--- config.mk ---
export PLATFORM = sky130hd
export DESIGN_NAME = mux21_rr_arbiter
export DESIGN_NICKNAME = d
export VERILOG_FILES = /design/src/rtl/mux21_rr_arbiter.sv
export SDC_FILE = /design/constraint.sdc
export NUM_CORES = 1
export LEC_CHECK = 0
export CAP_MARGIN = 20
export CORE_AREA = 4 4 55 57
export DETAILED_ROUTE_END_ITERATION = 10
export DIE_AREA = 0 0 59 61
export GPL_ROUTABILITY_DRIVEN = 0
export GPL_TIMING_DRIVEN = 0
export PLACE_DENSITY = 0.74
export SYNTH_ARGS = -nofsm -noshare
export SYNTH_HDL_FRONTEND = slang
export SYNTH_SLANG_ARGS = --single-unit
--- constraint.sdc ---
create_clock -name clk -period 2.3 [get_ports clk]
set_input_delay 0.46 -clock clk [delete_from_list [all_inputs] [get_ports clk]]
set_output_delay 0.46 -clock clk [all_outputs]
set_load 0.01 [all_outputs]
--- src/rtl/mux21_rr_arbiter.sv ---
// Round-robin arbiter sharing one 2:1 data mux between two valid/ready requesters,
// with bounded bursts and a single registered output stage. Optional per-requester
// beat counters are enabled by defining MUX21_ARB_STATS_EN.
module mux21_rr_arbiter #(
   parameter int DW        = 8,
   parameter int MAX_BURST = 4
) (
   input  logic          clk,
   input  logic          rst,
   input  logic [1:0]    req_valid,
   input  logic [DW-1:0] req_data0,
   input  logic [DW-1:0] req_data1,
   output logic [1:0]    req_ready,
   output logic          out_valid,
   output logic [DW-1:0] out_data,
   input  logic          out_ready,
   output logic [1:0]    gnt,
   output logic          sel
`ifdef MUX21_ARB_STATS_EN
   ,
   output logic [15:0]   beats0,
   output logic [15:0]   beats1
`endif
);

   localparam logic [1:0] ST_IDLE  = 2'd0;
   localparam logic [1:0] ST_G0    = 2'd1;
   localparam logic [1:0] ST_G1    = 2'd2;
   localparam logic [3:0] CNT_LAST = 4'(MAX_BURST - 1);

   logic [1:0]    state_q, state_d;
   logic          prio_q, prio_d;
   logic [3:0]    cnt_q, cnt_d;
   logic          sel_q, sel_d;
   logic          out_valid_q, out_valid_d;
   logic [DW-1:0] out_data_q, out_data_d;

   logic          free;
   logic          xfer;
   logic          cur;
   logic          own_valid;
   logic          oth_valid;
   logic [DW-1:0] mux_data;

   function automatic logic [1:0] grant_state(input logic idx);
      return idx ? ST_G1 : ST_G0;
   endfunction

   function automatic logic [15:0] sat_inc(input logic [15:0] v);
      return (v == 16'hFFFF) ? v : v + 16'd1;
   endfunction

   // Handshake side: only the granted requester can be accepted, and only when
   // the output register is empty or being drained this cycle.
   always_comb begin
      gnt       = {state_q == ST_G1, state_q == ST_G0};
      free      = !out_valid_q || out_ready;
      req_ready = gnt & {2{free}};
      xfer      = |(req_valid & req_ready);
      cur       = (state_q == ST_G1);
      own_valid = cur ? req_valid[1] : req_valid[0];
      oth_valid = cur ? req_valid[0] : req_valid[1];
      mux_data  = sel_q ? req_data1 : req_data0;
   end

   always_comb begin
      state_d = state_q;
      prio_d  = prio_q;
      cnt_d   = cnt_q;
      sel_d   = sel_q;
      case (state_q)
         ST_IDLE: begin
            if (req_valid == 2'b11) begin
               state_d = grant_state(prio_q);
               sel_d   = prio_q;
            end else if (req_valid[0]) begin
               state_d = ST_G0;
               sel_d   = 1'b0;
            end else if (req_valid[1]) begin
               state_d = ST_G1;
               sel_d   = 1'b1;
            end
         end
         ST_G0, ST_G1: begin
            if (xfer) begin
               // Burst expiry hands over only if the other side is waiting.
               if (cnt_q == CNT_LAST) begin
                  cnt_d = 4'd0;
                  if (oth_valid) begin
                     state_d = grant_state(!cur);
                     sel_d   = !cur;
                     prio_d  = !cur;
                  end
               end else begin
                  cnt_d = cnt_q + 4'd1;
               end
            end else if (!own_valid) begin
               cnt_d  = 4'd0;
               prio_d = !cur;
               if (oth_valid) begin
                  state_d = grant_state(!cur);
                  sel_d   = !cur;
               end else begin
                  state_d = ST_IDLE;
               end
            end
         end
         default: state_d = ST_IDLE;
      endcase
   end

   always_comb begin
      out_valid_d = out_valid_q;
      out_data_d  = out_data_q;
      if (xfer) begin
         out_valid_d = 1'b1;
         out_data_d  = mux_data;
      end else if (out_ready) begin
         out_valid_d = 1'b0;
      end
   end

   always_ff @(posedge clk) begin
      if (rst) begin
         state_q     <= ST_IDLE;
         prio_q      <= 1'b0;
         cnt_q       <= 4'd0;
         sel_q       <= 1'b0;
         out_valid_q <= 1'b0;
         out_data_q  <= '0;
      end else begin
         state_q     <= state_d;
         prio_q      <= prio_d;
         cnt_q       <= cnt_d;
         sel_q       <= sel_d;
         out_valid_q <= out_valid_d;
         out_data_q  <= out_data_d;
      end
   end

   assign out_valid = out_valid_q;
   assign out_data  = out_data_q;
   assign sel       = sel_q;

`ifdef MUX21_ARB_STATS_EN
   logic [15:0] beats0_q, beats0_d;
   logic [15:0] beats1_q, beats1_d;

   always_comb begin
      beats0_d = beats0_q;
      beats1_d = beats1_q;
      if (xfer && !cur) beats0_d = sat_inc(beats0_q);
      if (xfer && cur)  beats1_d = sat_inc(beats1_q);
   end

   always_ff @(posedge clk) begin
      if (rst) begin
         beats0_q <= 16'd0;
         beats1_q <= 16'd0;
      end else begin
         beats0_q <= beats0_d;
         beats1_q <= beats1_d;
      end
   end

   assign beats0 = beats0_q;
   assign beats1 = beats1_q;
`endif

endmodule

# == Yosys cells after proc, flatten, opt, wreduce, memory -nomap -nowiden ==
# Cells that the tools add are included.
# totals
reg_bits,17
wordCells,63
out_inout_bits,14
# classes
n_reduce_logical,12
eq_ne,11
n_addsub,1
n_bitwise,2
mux,31
# ops
op,n
2-bit 2-to-1 mux,10
1-bit 2-to-1 mux,15
4-bit 2-to-1 mux,3
4-bit AND reduction,3
3-bit inequality test (second input constant),3
8-bit 2-to-1 mux,1
4-bit by 1-bit adder with 4-bit output (second input constant),1
2-bit AND,2
2-bit equality test (second input constant),2
4-bit by 2-bit equality test with 1-bit output (second input constant),1
2-bit by 1-bit inequality test with 1-bit output (second input constant),2
4-bit inequality test (second input constant),1
2-bit case mux with 2 select lines,1
2-bit nonzero test,2
2-bit OR reduction,2
2-bit by 1-bit equality test with 1-bit output (second input constant),1
1-bit zero test,2
2-bit zero test,1
2-bit inequality test (second input constant),1
1-bit case mux with 2 select lines,1
2-bit AND reduction,1
1-bit logical OR,1

# == Logic depth before layout (Yosys ltp) ==
# depth
word_depth,7
ltp_mapped,8
mapped_depth_nobuf,7

# == Worst setup path after synthesis ==
# No wires, ideal clock.
# synth_timing
path_kind,register to register
start,register state_q[0]
end,register state_q[1]
stages_incl_launch_ff,9
t_arrival_ps,1618
slack_ps,565
required_time_ps,2183
synth_period_minus_slack_ps,1735
n_path_buf,1
cell_sequence,dfxtp_1 > inv_1 > ha_1 > buf_6 > mux2i_4 > nor2_2 > o32ai_2 > mux2i_1 > nor2_1
# synth_via
elab_chain_len,6
# synth_lines
element,line_no,text
from (decl),31,"logic [1:0] state_q, state_d;"
from (signal assigned),132,state_q <= state_d;
2-bit equality test (*),60,cur = (state_q == ST_G1);
net cur,40,logic cur;
"2-bit AND, or another cell as far along",58,req_ready = gnt & {2{free}};
"2-bit AND, or another cell as far along",59,xfer = |(req_valid & req_ready);
"2-bit OR reduction, or another cell as far along",59,
3-bit inequality test (no line) / 2-bit 2-to-1 mux (equally long branches),n/a,
4-bit AND reduction (no line) / 2-bit case mux with 2 select lines (equally long branches),n/a,
# Mark *: on every way through the listed nets, which the timed path passes. The rest lies on a longest branch. The select of a mux whose other input is x is not followed.
# A chain may end at the register's enable or synchronous reset.

# == Worst setup path after layout ==
# layout_timing
start,register state_q[0]
end,output port req_ready[1]
# layout_via
elab_chain_len,2
# layout_lines
element,line_no,text
2-bit equality test,n/a,
net cur,40,
2-bit AND,58,
to (decl),13,"output logic [1:0] req_ready,"
# The timed path passes the listed nets, and every way through them passes these cells.

==> run summary <==
Ranked by total cell area, the synthesized netlist is headed by dfxtp_1, mux2i_1, a211oi_1, nor2_1, ha_1. The residual overflow from global routing came out at 0. The layout has 239 filler cells. Yosys mapped a number of flops with a built-in enable equal to 0. The relative slew slack is 61.1%. The initial core utilization is 44.7%. In the final routed layout, each cell accounts on average for 13.7 µm. The row count came out at 18. The buffers inserted during post-CTS setup optimization is 0. The number of global-route vias before repair came out at 1,004. The worst register-to-register path ends at state_q[1]. The maximum count of clock buffers along a single path came out at 2. Synthesis produced a netlist with a net count of 147. At the pin with the least slew margin, the transition time is 0.584 ns. The worst hold path stage count is 2.

The ratio of cells with drive above 1 in the final layout is 17.9%. The fraction of synthesis flops using an asynchronous set or reset pin came out at 0%. The number of distinct library cell variants in the gate-level netlist after synthesis came out at 46. The largest clock skew in the final design is 0.00137 ns. The maximum fanout encountered on the critical timing path is 10. The max-slew violation count is 0. The die covers 3600 µm². The largest single stage delay on the critical path is 0.52 ns. The core region area is 2480 µm². The largest individual stage delay along the critical path comes from the cell clkdlybuf4s50_1. The pre-CTS worst setup slack is -0.0824 ns.

The net count reported at finish is 183. The startpoint of the worst hold path is rst. The via count of the routed design is 1,029.

The power density over the cells is 1110 nW/µm². The top cell type's share of synthesized area is 30.7%. The flow ran to the end, and the final reports show no timing, DRC or antenna violations. The setup-violating endpoint count in the final report came out at 0.

Global routing consumed, over all layers together, 15.7% of the routing resources. After detailed routing, the number of remaining DRC violations is 0. The critical register-to-register path startpoint is state_q[0]. The critical path goes through inv_1 -> ha_2 -> buf_8 -> and2_2 -> clkdlybuf4s50_1. 35 I/O pins were placed.

The master cell of the clock root buffer is clkbuf_4. In the synthesized netlist the dominant register cell turns out to be dfxtp_1. The pin count of the biggest net entering global routing is 11.

The setup path with the least slack is of type reg -> out. In the final layout, flip-flops and latches occupy 340 µm². The number of sinks on the clock net is 17. The end point of the worst hold path is out_data[2].

Setup repair after global routing could not meet its margin everywhere. In this run the worst hold path is classified as in -> reg. CTS built an H-tree with a depth of 1. Buffers placed on the I/O ports in this run total 31. The count of yosys warnings during synthesis is 0. The total power draw came out at 1.65 mW. The netlist area before placement came out at 1110 µm². The reported max-cap violation count came out at 0. The global-route wire length before repair is 4.28 mm.

The initial antenna violation count came out at 0. The post-detailed-routing wire length came out at 2.55 mm. After layout, the worst path uses 97.6% of the clock period. After layout, the minimum clock period comes to 2.24 ns.

The number of antenna diodes in the final layout is 0. The number of iterations in the first detailed-routing pass came out at 4. The final hold violation count came to 0.

In this run the register-to-register setup slack is 0.37 ns. Detailed placement finished with a half-perimeter wire length of 2.00 mm. The CTS tree is yes. The maximum operating frequency is 0.446 GHz. The worst supply voltage drop on vdd came out at 0.787 mV. From left edge to right edge, the die measures 59 µm. The height of the chip came out at 61 µm. The area growth from synthesis to layout is 35.1%. The count of hold buffers inserted by post-cts repair is 0. The gate count after technology mapping is 121. The share of the Yosys chip area taken by registers is 30.7%. The synthesized area per cell is 9.15 µm². The insertion delay of the later-clocked pin in the worst-skew pair came out at 0.29 ns. The clock edge transition at the registers on the reported setup and hold paths is 0.10 ns. The count of routing violations after the opening detailed-route iteration is 18. The required arrival time at the worst endpoint is 1.84 ns. Buffers inserted during clock tree synthesis total 3.

The biggest area consumer among synthesized cells is dfxtp_1. The multi-input combinational cells in the finished layout cover a total of 683 µm². The worst setup path is captured at a primary output.

Synthesis inferred 17 register bits. The count of cells along the worst register-to-register path came out at 8. Tracing the worst setup path back leads to its startpoint at state_q[0].

Once detail routing completed, the nets flagged for antenna violations numbered 0. The startpoint class of the critical path is a flop. The smallest setup slack after layout came out at 0.0556 ns.

The leakage power came out at 0.564 nW. The number of vias per cell is 5.53. The data arrival time of the critical path is 1.78 ns.
cell families after synthesis:
kind of cell               synth area share, %
adders and majority gates                 5.65
and+or+nand+nor                           20.2
AOI/OAI and AO/OA                         23.7
buffers and inverters                     8.47
DFF                                       30.7
muxes                                     11.2
report_power, final:
part	switching [mW]	internal (mW)	total (mW)	leakage, nW
Combinational	0.521	0.533	1.05	0.407
Clock	0.0966	0.0648	0.161	0.0177
Sequential	0.0573	0.382	0.440	0.139
area by class of cell:
| class | count | area share, % |
|---|---|---|
| buffer | 9 | 5.77 |
| clock buffer | 3 | 1.51 |
| clock inverter | 1 | 0.334 |
| inverter | 3 | 0.753 |
| multi-input combinational | 92 | 45.7 |
| sequential | 17 | 22.7 |
| tap | 30 | 2.51 |
| timing repair buffer | 31 | 20.7 |
synthesized netlist by cell type (2+ instances only):
cell       n
a21oi_1    5
a22oi_1    2
o21ai_0    6
buf_4      2
nand2_1    4
mux2i_1    9
nor2_1    17
nand3_1    2
dfxtp_1   17
inv_1      3
clkbuf_8   2
nor2_2     2
and2_1     2
a211oi_1   9
ha_1       5
nand2b_1   2
nand4_1    2
buf_2      2
worst max-delay path by stage:
stage,endpoint
global route,req_ready[1]
detailed placement,req_ready[1]
floorplan,state_q[1]
CTS,req_ready[1]
finish,req_ready[1]
global placement,req_ready[1]
registers in the layout (all words and copies together), names as in the netlist:
register   flops
prio_q         1
cnt_q          4
state_q        2
out_valid      1
out_data       8
sel            1
what timing repair did:
item,CTS,global route
endpoints found under the setup margin,2,2
cloned,0,0
resized for setup,1,3
per-stage QoR:
stage,instance area (µm²),hold WS [ns],std cells,utilization (%),setup TNS (ns)
final,1500,0.399,186,60.4,0
after global routing,1500,0.394,186,60.4,-0.0387
after CTS,1490,0.391,186,59.9,0
after detailed placement,1460,0.493,182,58.7,-0.153
after global placement,1460,0.487,182,58.7,-0.0893
after floorplan,1110,0.475,121,-,0
routing by layer:
metal | routed length, µm | GRT usage [%] | share of wire [%] | vias up
li1 | - | - | - | 511
met1 | 1000 | 16.0 | 39 | 482
met2 | 1250 | 28.5 | 49 | 32
met3 | 245 | 5.32 | 9.6 | 4
met4 | 45 | 8.09 | 1.8 | 0
met5 | 0 | 0 | 0 | -
critical path: cells and delay by family (launching register included):
kind                       cells  cell delay [ns]
DFF                            1             0.34
and+or+nand+nor                1             0.14
adders and majority gates      1             0.22
buffers and inverters          3             0.78
cell usage in the layout (no fill, tap or decap), types with 2 or more instances in the layout:
master            n
nand3_1           2
a21oi_1           5
mux2i_1           9
buf_8             2
nand2_1           4
a22oi_1           2
ha_1              4
dfxtp_1          17
a211oi_1          9
clkdlybuf4s50_1  31
clkbuf_4          3
clkbuf_8          2
inv_1             3
nand4_1           2
nor2_1           17
buf_2             2
o21ai_0           6
nor2_2            2
and2_1            2
buf_4             2
(Power assumes the default switching activity.)
